`src/rtl/nettlp_cmd_regfile.sv`:
```
// rtl/nettlp_cmd_regfile.sv - parametrised NetTLP command-channel register file
typedef struct packed {
    logic [7:0]  opcode;
    logic [31:0] dwaddr;
    logic [31:0] data;
    logic [15:0] udp_check;
} NETTLP_CMD_T;

typedef struct packed {
    logic        data_valid;
    NETTLP_CMD_T pkt;
} FIFO_NETTLP_CMD_T;

module nettlp_cmd_regfile #(
    parameter int                     NUM_REGS   = 16,
    parameter logic [32*NUM_REGS-1:0] REG_INIT   = '0,
    parameter logic [NUM_REGS-1:0]    RO_MASK    = '0,
    parameter bit                     WR_ACK     = 1'b1,
    parameter int                     BUBBLE_CNT = 5,
    parameter logic [31:0]            ERR_DATA   = 32'hDEAD_BEEF
) (
    input  logic                   clk,
    input  logic                   rst,
    output logic                   fifo_cmd_i_rd_en,
    input  logic                   fifo_cmd_i_empty,
    input  FIFO_NETTLP_CMD_T       fifo_cmd_i_dout,
    output logic                   fifo_cmd_o_wr_en,
    input  logic                   fifo_cmd_o_full,
    output FIFO_NETTLP_CMD_T       fifo_cmd_o_din,
    output logic [32*NUM_REGS-1:0] reg_q,
    output logic [NUM_REGS-1:0]    reg_wr_pulse,
    output logic [15:0]            cnt_rd,
    output logic [15:0]            cnt_wr,
    output logic [15:0]            cnt_err
);
    localparam logic [7:0] NETTLP_OPC_REG_RD = 8'h01;
    localparam logic [7:0] NETTLP_OPC_REG_WR = 8'h02;
    localparam int         AW = (NUM_REGS > 1) ? $clog2(NUM_REGS) : 1;

    typedef enum logic [2:0] {S_IDLE, S_HOLD, S_FETCH, S_EXEC, S_SEND, S_BUBBLE} state_t;
    state_t r_state, w_next;

    FIFO_NETTLP_CMD_T r_cmd;
    FIFO_NETTLP_CMD_T r_din;
    logic [31:0]      r_regs [NUM_REGS];
    logic [31:0]      r_resp_data;
    logic [3:0]       r_bub_cnt;
    logic             r_rd_en, r_wr_en;
    logic [NUM_REGS-1:0] r_pulse;
    logic [15:0]      r_cnt_rd, r_cnt_wr, r_cnt_err;

    logic             w_in_range, w_ro, w_is_rd, w_is_wr, w_has_resp, w_bub_last;
    logic [AW-1:0]    w_idx;
    logic [31:0]      w_cur;
    FIFO_NETTLP_CMD_T w_resp;

    // Register byte order is the reverse of packet byte order.
    function automatic logic [31:0] bswap(input logic [31:0] v);
        return {v[7:0], v[15:8], v[23:16], v[31:24]};
    endfunction

    function automatic logic [15:0] sat_inc(input logic [15:0] v);
        return (v == 16'hFFFF) ? v : v + 16'd1;
    endfunction

    assign w_in_range = r_cmd.pkt.dwaddr < 32'(NUM_REGS);
    assign w_idx      = r_cmd.pkt.dwaddr[AW-1:0];
    assign w_cur      = r_regs[w_idx];
    assign w_ro       = RO_MASK[w_idx];
    assign w_is_rd    = r_cmd.pkt.opcode == NETTLP_OPC_REG_RD;
    assign w_is_wr    = r_cmd.pkt.opcode == NETTLP_OPC_REG_WR;
    assign w_has_resp = w_is_rd || (w_is_wr && WR_ACK);
    assign w_bub_last = r_bub_cnt == 4'(BUBBLE_CNT - 1);

    always_comb begin
        w_resp               = r_cmd;
        w_resp.pkt.data      = r_resp_data;
        w_resp.pkt.udp_check = '0;
    end

    always_ff @(posedge clk) begin
        if (!rst) r_state <= S_IDLE;
        else      r_state <= w_next;
    end

    // Silent commands pass through HOLD so the next head is examined two cycles after its pop.
    always_comb begin
        w_next = r_state;
        case (r_state)
            S_IDLE:   if (!fifo_cmd_i_empty) w_next = fifo_cmd_i_dout.data_valid ? S_FETCH : S_HOLD;
            S_HOLD:   w_next = S_IDLE;
            S_FETCH:  if (!fifo_cmd_i_empty) w_next = S_EXEC;
            S_EXEC:   w_next = w_has_resp ? S_SEND : S_HOLD;
            S_SEND:   if (!fifo_cmd_o_full) w_next = (BUBBLE_CNT == 0) ? S_IDLE : S_BUBBLE;
            S_BUBBLE: if (!fifo_cmd_o_full && w_bub_last) w_next = S_IDLE;
            default:  w_next = S_IDLE;
        endcase
    end

    always_ff @(posedge clk) begin
        if (!rst) begin
            r_cmd       <= '0;
            r_din       <= '0;
            r_resp_data <= '0;
            r_bub_cnt   <= '0;
            r_rd_en     <= 1'b0;
            r_wr_en     <= 1'b0;
            r_pulse     <= '0;
            r_cnt_rd    <= '0;
            r_cnt_wr    <= '0;
            r_cnt_err   <= '0;
            for (int i = 0; i < NUM_REGS; i++) r_regs[i] <= REG_INIT[32*i +: 32];
        end else begin
            r_rd_en <= 1'b0;
            r_wr_en <= 1'b0;
            r_pulse <= '0;
            case (r_state)
                S_IDLE: if (!fifo_cmd_i_empty && !fifo_cmd_i_dout.data_valid) r_rd_en <= 1'b1;
                S_FETCH: if (!fifo_cmd_i_empty) begin
                    r_cmd   <= fifo_cmd_i_dout;
                    r_rd_en <= 1'b1;
                end
                S_EXEC: begin
                    if (w_is_rd) begin
                        if (w_in_range) begin
                            r_resp_data <= bswap(w_cur);
                            r_cnt_rd    <= sat_inc(r_cnt_rd);
                        end else begin
                            r_resp_data <= bswap(ERR_DATA);
                            r_cnt_err   <= sat_inc(r_cnt_err);
                        end
                    end else if (w_is_wr) begin
                        if (w_in_range) begin
                            r_cnt_wr <= sat_inc(r_cnt_wr);
                            if (!w_ro) begin
                                r_regs[w_idx]  <= bswap(r_cmd.pkt.data);
                                r_pulse[w_idx] <= 1'b1;
                                r_resp_data    <= r_cmd.pkt.data;
                            end else begin
                                r_resp_data <= bswap(w_cur);
                            end
                        end else begin
                            r_resp_data <= bswap(ERR_DATA);
                            r_cnt_err   <= sat_inc(r_cnt_err);
                        end
                    end else begin
                        r_cnt_err <= sat_inc(r_cnt_err);
                    end
                end
                S_SEND: if (!fifo_cmd_o_full) begin
                    r_wr_en   <= 1'b1;
                    r_din     <= w_resp;
                    r_bub_cnt <= '0;
                end
                S_BUBBLE: if (!fifo_cmd_o_full) begin
                    r_wr_en   <= 1'b1;
                    r_din     <= '0;
                    r_bub_cnt <= r_bub_cnt + 4'd1;
                end
                default: ;
            endcase
        end
    end

    for (genvar g = 0; g < NUM_REGS; g++) begin : g_reg_q
        assign reg_q[32*g +: 32] = r_regs[g];
    end

    assign fifo_cmd_i_rd_en = r_rd_en;
    assign fifo_cmd_o_wr_en = r_wr_en;
    assign fifo_cmd_o_din   = r_din;
    assign reg_wr_pulse     = r_pulse;
    assign cnt_rd           = r_cnt_rd;
    assign cnt_wr           = r_cnt_wr;
    assign cnt_err          = r_cnt_err;
endmodule

```
`config.mk`:
```
export PLATFORM = sky130hd
export DESIGN_NAME = nettlp_cmd_regfile
export DESIGN_NICKNAME = d
export VERILOG_FILES = /design/src/rtl/nettlp_cmd_regfile.sv
export SDC_FILE = /design/constraint.sdc
export NUM_CORES = 1
export LEC_CHECK = 0
export ABC_AREA = 1
export CAP_MARGIN = 20
export CORE_AREA = 2 2 300 302
export CTS_BUF_LIST = sky130_fd_sc_hd__clkbuf_16
export DETAILED_ROUTE_END_ITERATION = 7
export DIE_AREA = 0 0 302 304
export PLACE_DENSITY_LB_ADDON = 0.25
export SYNTH_ARGS = -nofsm -noshare
export SYNTH_HDL_FRONTEND = slang
export SYNTH_SLANG_ARGS = --single-unit
```
`constraint.sdc`:
```
create_clock -name clk -period 3.45 [get_ports clk]
set_input_delay 0.69 -clock clk [delete_from_list [all_inputs] [get_ports clk]]
set_output_delay 0.69 -clock clk [all_outputs]
set_load 0.02 [all_outputs]
```
# == Word level (Yosys, flattened, before mapping) ==
# Memories as Yosys holds them, arrays and structs flattened. A register that Yosys moved wholly into a read port is not among the register bits.
# Cells that the tools add are included.
# totals
register_bits,267
mem_bits_rw,512
rom_bits,16
output_inout_bits,667
elab_cells,114
mem_count,2
# memory_table
memory,depth,width,rd,rd_ports_with_merged_regs,write_ports,line,source
r_regs,16,32,17,1,16,45,logic [31:0] r_regs [NUM_REGS];
(name not given),16,1,1,1,0,69,assign w_ro = RO_MASK[w_idx];
# op_classes
add_sub_neg,4
order_cmp,3
eq_ne,15
n_mux,44
bitwise,8
reduce_logical,20
# op_table
cell,count
$mux 32,6
$mux 89,2
$pmux 89 s2,1
$mux 16,4
$add 16x1->16 const B,3
$eq 16x16->1 const B,3
$lt 32x5->1 const B,1
$reduce_or 32->1,1
$mux 4,7
$mux 3,5
$pmux 3 s5,1
$mux 1,14
$ne 2x2->1 const B,5
$eq 8x1->1 const B,1
$eq 8x2->1 const B,1
$not 1->1,8
$pmux 4 s2,1
$reduce_and 4->1,2
$eq 3x2->1 const B,2
$eq 3x3->1 const B,2
$reduce_and 2->1,3
$reduce_or 6->1,1
$lt 4x5->1 const B,1
$reduce_and 5->1,1
other kinds (13),18

# == Depth between registers and ports, before layout ==
# logic_depth
ltp_word,11
depth_mapped,13
mapped_depth_nobuf,12

# == Worst setup path before layout ==
# Ideal clock, no wire load.
# synth_path
kind,input -> register
from,input port rst
to,"memory r_regs[0][0], enable pin"
setup_time_ns,0.389
t_arrival_ns,2.436
path_slack_ns,0.624
path_stages,8
cell_sequence,clkbuf_1 -> inv_2 -> nor2_8 -> nand2_2 -> clkinv_2 -> nand2_4 -> buf_6 -> nand2_1
# synth_lines
element,line,source
from (decl),23,"input logic rst,"
to (decl),45,

# == Worst setup path after layout ==
# layout_path
from,register r_cmd[87] in the netlist's numbering
to,register r_resp_data[19]
# layout_via
elab_chain_cells,3
word_cells_on_any_way,5
# layout_lines
element,line,source
from (decl),43,FIFO_NETTLP_CMD_T r_cmd;
from (signal assigned),120,r_cmd <= fifo_cmd_i_dout;
$eq 8x1->1 / $eq 8x2->1 (equally long branches),"70, 71",
$reduce_bool 2->1 (no source line),-,
$reduce_and 2->1 (no source line),-,
to (signal assigned),126,r_resp_data <= bswap(w_cur);
to (signal assigned),129,r_resp_data <= bswap(ERR_DATA);
to (signal assigned),138,r_resp_data <= r_cmd.pkt.data;
to (decl),46,logic [31:0] r_resp_data;
# Several ways; a longest one is shown, not always the timed one.
# A chain may end at the register's enable or synchronous reset.

==> impl_summary.log <==
INFO  metric run_status = complete, no violations
INFO  metric dr.pass1.iters = 7
INFO  metric busiest_layer = met2
INFO  metric power_density = 492 mW/mm2
INFO  metric fp.dieArea = 0.0918 mm2
INFO  metric final-hold-violation-count = 0
INFO  metric p_leak = 0.0158 uW
INFO  metric antenna_found_initial = 10
INFO  metric cts_max_path_buffers = 3
INFO  metric ctsRootBufferMaster = clkbuf_16
INFO  metric floorplan.initialDensity = 0.374
INFO  metric via_per_instance_ratio = 5.42
INFO  metric yosysUniqueCellTypes = 36
INFO  metric cts.sink_count = 767
INFO  metric first_global_vias = 27600
INFO  metric drv_cap = 0
INFO  metric worst_skew_pair.late_latency = 0.66 ns
INFO  metric syn_to_final_growth = 33.6%
INFO  metric largest_net_degree_at_the_start_of_global_routing = 128
INFO  metric core = 0.0890 mm2
INFO  metric worstPathRequired = 4.03 ns
INFO  metric r2r-start = r_cmd[87]$_SDFFE_PN0P_
INFO  metric timing.hold.worst.class = reg2reg
INFO  metric layout.cells.non_filler = 5484
INFO  metric finalSetupViolations = 0
INFO  metric cts_tree = built
INFO  metric groute.layer.met1.usage = 0.365
INFO  metric number_of_logic_stages_on_the_critical_path_including_buffering = 10
INFO  metric estimated_wirelength_of_the_detail_placed_design = 96600 um
INFO  metric layout_commonest_cell = nor2_1
INFO  metric reg2reg_to = r_resp_data[19]$_SDFFE_PN0P_
INFO  metric grt_pass1_wl = 197000 um
INFO  metric clock.fmax = 348 MHz
INFO  metric final_net_count = 4331
INFO  metric crit_path_max_fanout = 24
INFO  metric synthesized_flop_and_latch_total = 767
INFO  metric syn_area_per_cell = 9.26 um2
INFO  metric port_buffers = 727
INFO  metric min_delay_worst_endpoint = fifo_cmd_o_din[86]$_SDFFE_PN0P_
INFO  metric routed-via-count = 29700
INFO  metric postSynthCellCount = 3598
INFO  metric worst_hold_startpoint = r_cmd[86]$_SDFFE_PN0P_
INFO  metric drcViolationCount = 0
INFO  metric maxSlewHeadroom = 0.260
INFO  metric drive_gt1_frac = 0.0625
INFO  metric post-cts-setup-buffers = 0
INFO  metric cp_num_buf_inv = 3
INFO  metric fp_rows = 110
INFO  metric gr-usage-all-layers = 0.296
INFO  metric final_global_route_overflow_total = 0
INFO  metric drtAntennaViolNets = 0
INFO  metric die_h = 304 um
INFO  metric placedCellCount = 5320
INFO  metric cts_hold_buf = 0
INFO  metric synth_sequential_area_ratio = 0.615
INFO  metric crit_slowest_cell = nand3_1
INFO  metric post_cts.resized_instances = 0
INFO  metric setup_tns = 0 ns
INFO  metric mappedNetlistArea = 0.0333 mm2
INFO  metric reg2reg_depth = 10
INFO  metric worst-setup-path-type = reg2reg
INFO  metric cts_buffers = 87
INFO  metric finalWeightedCongestion = 0.927
INFO  metric drt_iter0_markers = 3153
INFO  metric slowest_delay = 0.49 ns
INFO  metric routed_wirelength = 141000 um
INFO  metric r2r_slack = 0.58 ns
INFO  metric setup_repair_after_global_routing_missed_its_margin = false
INFO  metric period_minus_slack = 2.87 ns
INFO  metric gr-usage-met3 = 0.0643
INFO  metric path_cells = inv_1 -> nand2_1 -> nor2_1 -> nand3_1 -> nand2_1 -> nand2_1 -> inv_1 -> buf_4 -> o21ai_0 -> a21oi_1
INFO  metric final.setup_skew = 0.0243 ns
INFO  metric critical-path-top-cell-by-count = nand2_1
INFO  metric dieWidth = 302 um
INFO  metric worst_setup_hold_path_clk_slew = 0.06 ns
INFO  metric layout_common_cells = nor2_1, clkdlybuf4s50_1, nand2_1
INFO  metric worst_setup_path_end_kind = flop
INFO  metric arrival = 3.45 ns
INFO  metric tightest_slew = 1.11 ns
INFO  metric design_power_total = 21900 uW
INFO  metric timing.hold.worst_path_depth = 2
INFO  metric design.portCount = 760
INFO  metric post_drt_wl_per_cell = 25.7 um
INFO  metric drv_slew = 0
INFO  metric ir_worst_vdd = 384 uV
INFO  metric critical-path-top-delay-family = simple AND/OR/NAND/NOR gates
INFO  metric yosys_warnings = 0
INFO  metric met2_track_demand_over_resource_in_global_routing = 0.485
INFO  metric final.period_utilization = 0.832
INFO  metric htree_num_levels = 3
INFO  metric critical_path.startpoint_type = flop
-- power breakdown --
group	internal [uW]	switching, uW	leakage, uW
sequential	10000	191	0.00735
combinational	778	1720	0.00699
clock	5260	3890	0.00145
-- cell families after synthesis --
group                      share of synthesized area
DFF                                            0.615
adders and majority gates                    0.00188
buffers and inverters                         0.0599
AOI/OAI and AO/OA                              0.106
xor gates and xnor gates                     0.00763
and+or+nand+nor                                0.210
other                                       0.000113
-- final cells by class --
class	count	area, um2
fillers	8232	44500
flip-flops and latches	767	20500
multi-input cells	2402	10900
repair buffers	811	8210
clock buffers	89	2230
well taps	1176	1470
inverters	164	629
clock inverters	70	533
diodes	5	12.5
-- sequential cells by signal, summed over array words and instances, names as in the netlist, named ones only --
signal,count
r_regs,512
fifo_cmd_o_din,73
r_cmd,73
r_resp_data,32
cnt_err,16
cnt_rd,16
cnt_wr,16
reg_wr_pulse,16
r_bub_cnt,4
r_state,3
fifo_cmd_i_rd_en,1
fifo_cmd_o_wr_en,1
-- synth_stat cells (all sizes together) --
cell | count | area (um2)
inv | 128 | 480
buf | 120 | 778
o211ai | 121 | 908
or2 | 1 | 6.26
edfxtp | 512 | 15400
clkinv | 36 | 138
clkbuf | 160 | 601
nor3b | 1 | 7.51
and2 | 1 | 6.26
xnor2 | 9 | 78.8
and3 | 2 | 12.5
nor2 | 901 | 3440
ha | 5 | 62.6
a21oi | 216 | 1080
nand2 | 549 | 2130
o21ai | 302 | 1510
conb | 1 | 3.75
a211oi | 2 | 15.0
dfxtp | 255 | 5100
nand3 | 205 | 1040
nor3 | 13 | 65.1
xor2 | 20 | 175
nand4 | 38 | 288
-- per-layer routing --
metal,wire [um],part of all wire
met1,53000,0.38
met2,67300,0.48
met3,12300,0.088
met4,8140,0.058
met5,63,0.00045
-- per-stage QoR --
| step | hold WS (ns) | setup slack [ns] | utilization | cell area, um2 |
|---|---|---|---|---|
| after floorplan | 0.437 | 0.624 | - | 33400 |
| after global placement | 0.448 | 0.710 | 0.469 | 41700 |
| after detailed placement | 0.451 | 0.610 | 0.469 | 41700 |
| after CTS | 0.457 | 0.574 | 0.500 | 44500 |
| after global routing | 0.466 | 0.268 | 0.500 | 44500 |
| final | 0.456 | 0.578 | 0.500 | 44500 |
-- how the worst max path moves through the flow --
| stage | from | to | slack, ns |
|---|---|---|---|
| final | r_cmd[87]$_SDFFE_PN0P_ | r_resp_data[19]$_SDFFE_PN0P_ | 0.58 |
| after global routing | r_cmd[84]$_SDFFE_PN0P_ | r_resp_data[19]$_SDFFE_PN0P_ | 0.27 |
| after CTS | r_cmd[87]$_SDFFE_PN0P_ | r_resp_data[2]$_SDFFE_PN0P_ | 0.57 |
| after detailed placement | r_cmd[87]$_SDFFE_PN0P_ | r_resp_data[19]$_SDFFE_PN0P_ | 0.61 |
| after global placement | r_cmd[87]$_SDFFE_PN0P_ | r_resp_data[27]$_SDFFE_PN0P_ | 0.71 |
| after floorplan | rst | r_regs[0][0]$_SDFFCE_PN0P_ | 0.62 |
-- worst min-delay path, stage by stage (launching register included) --
cell and delay [ns]:
dfxtp_1 0.31, nand2_1 0.06, a21oi_1 0.05
No activity file was read; power rests on OpenSTA's default activity.
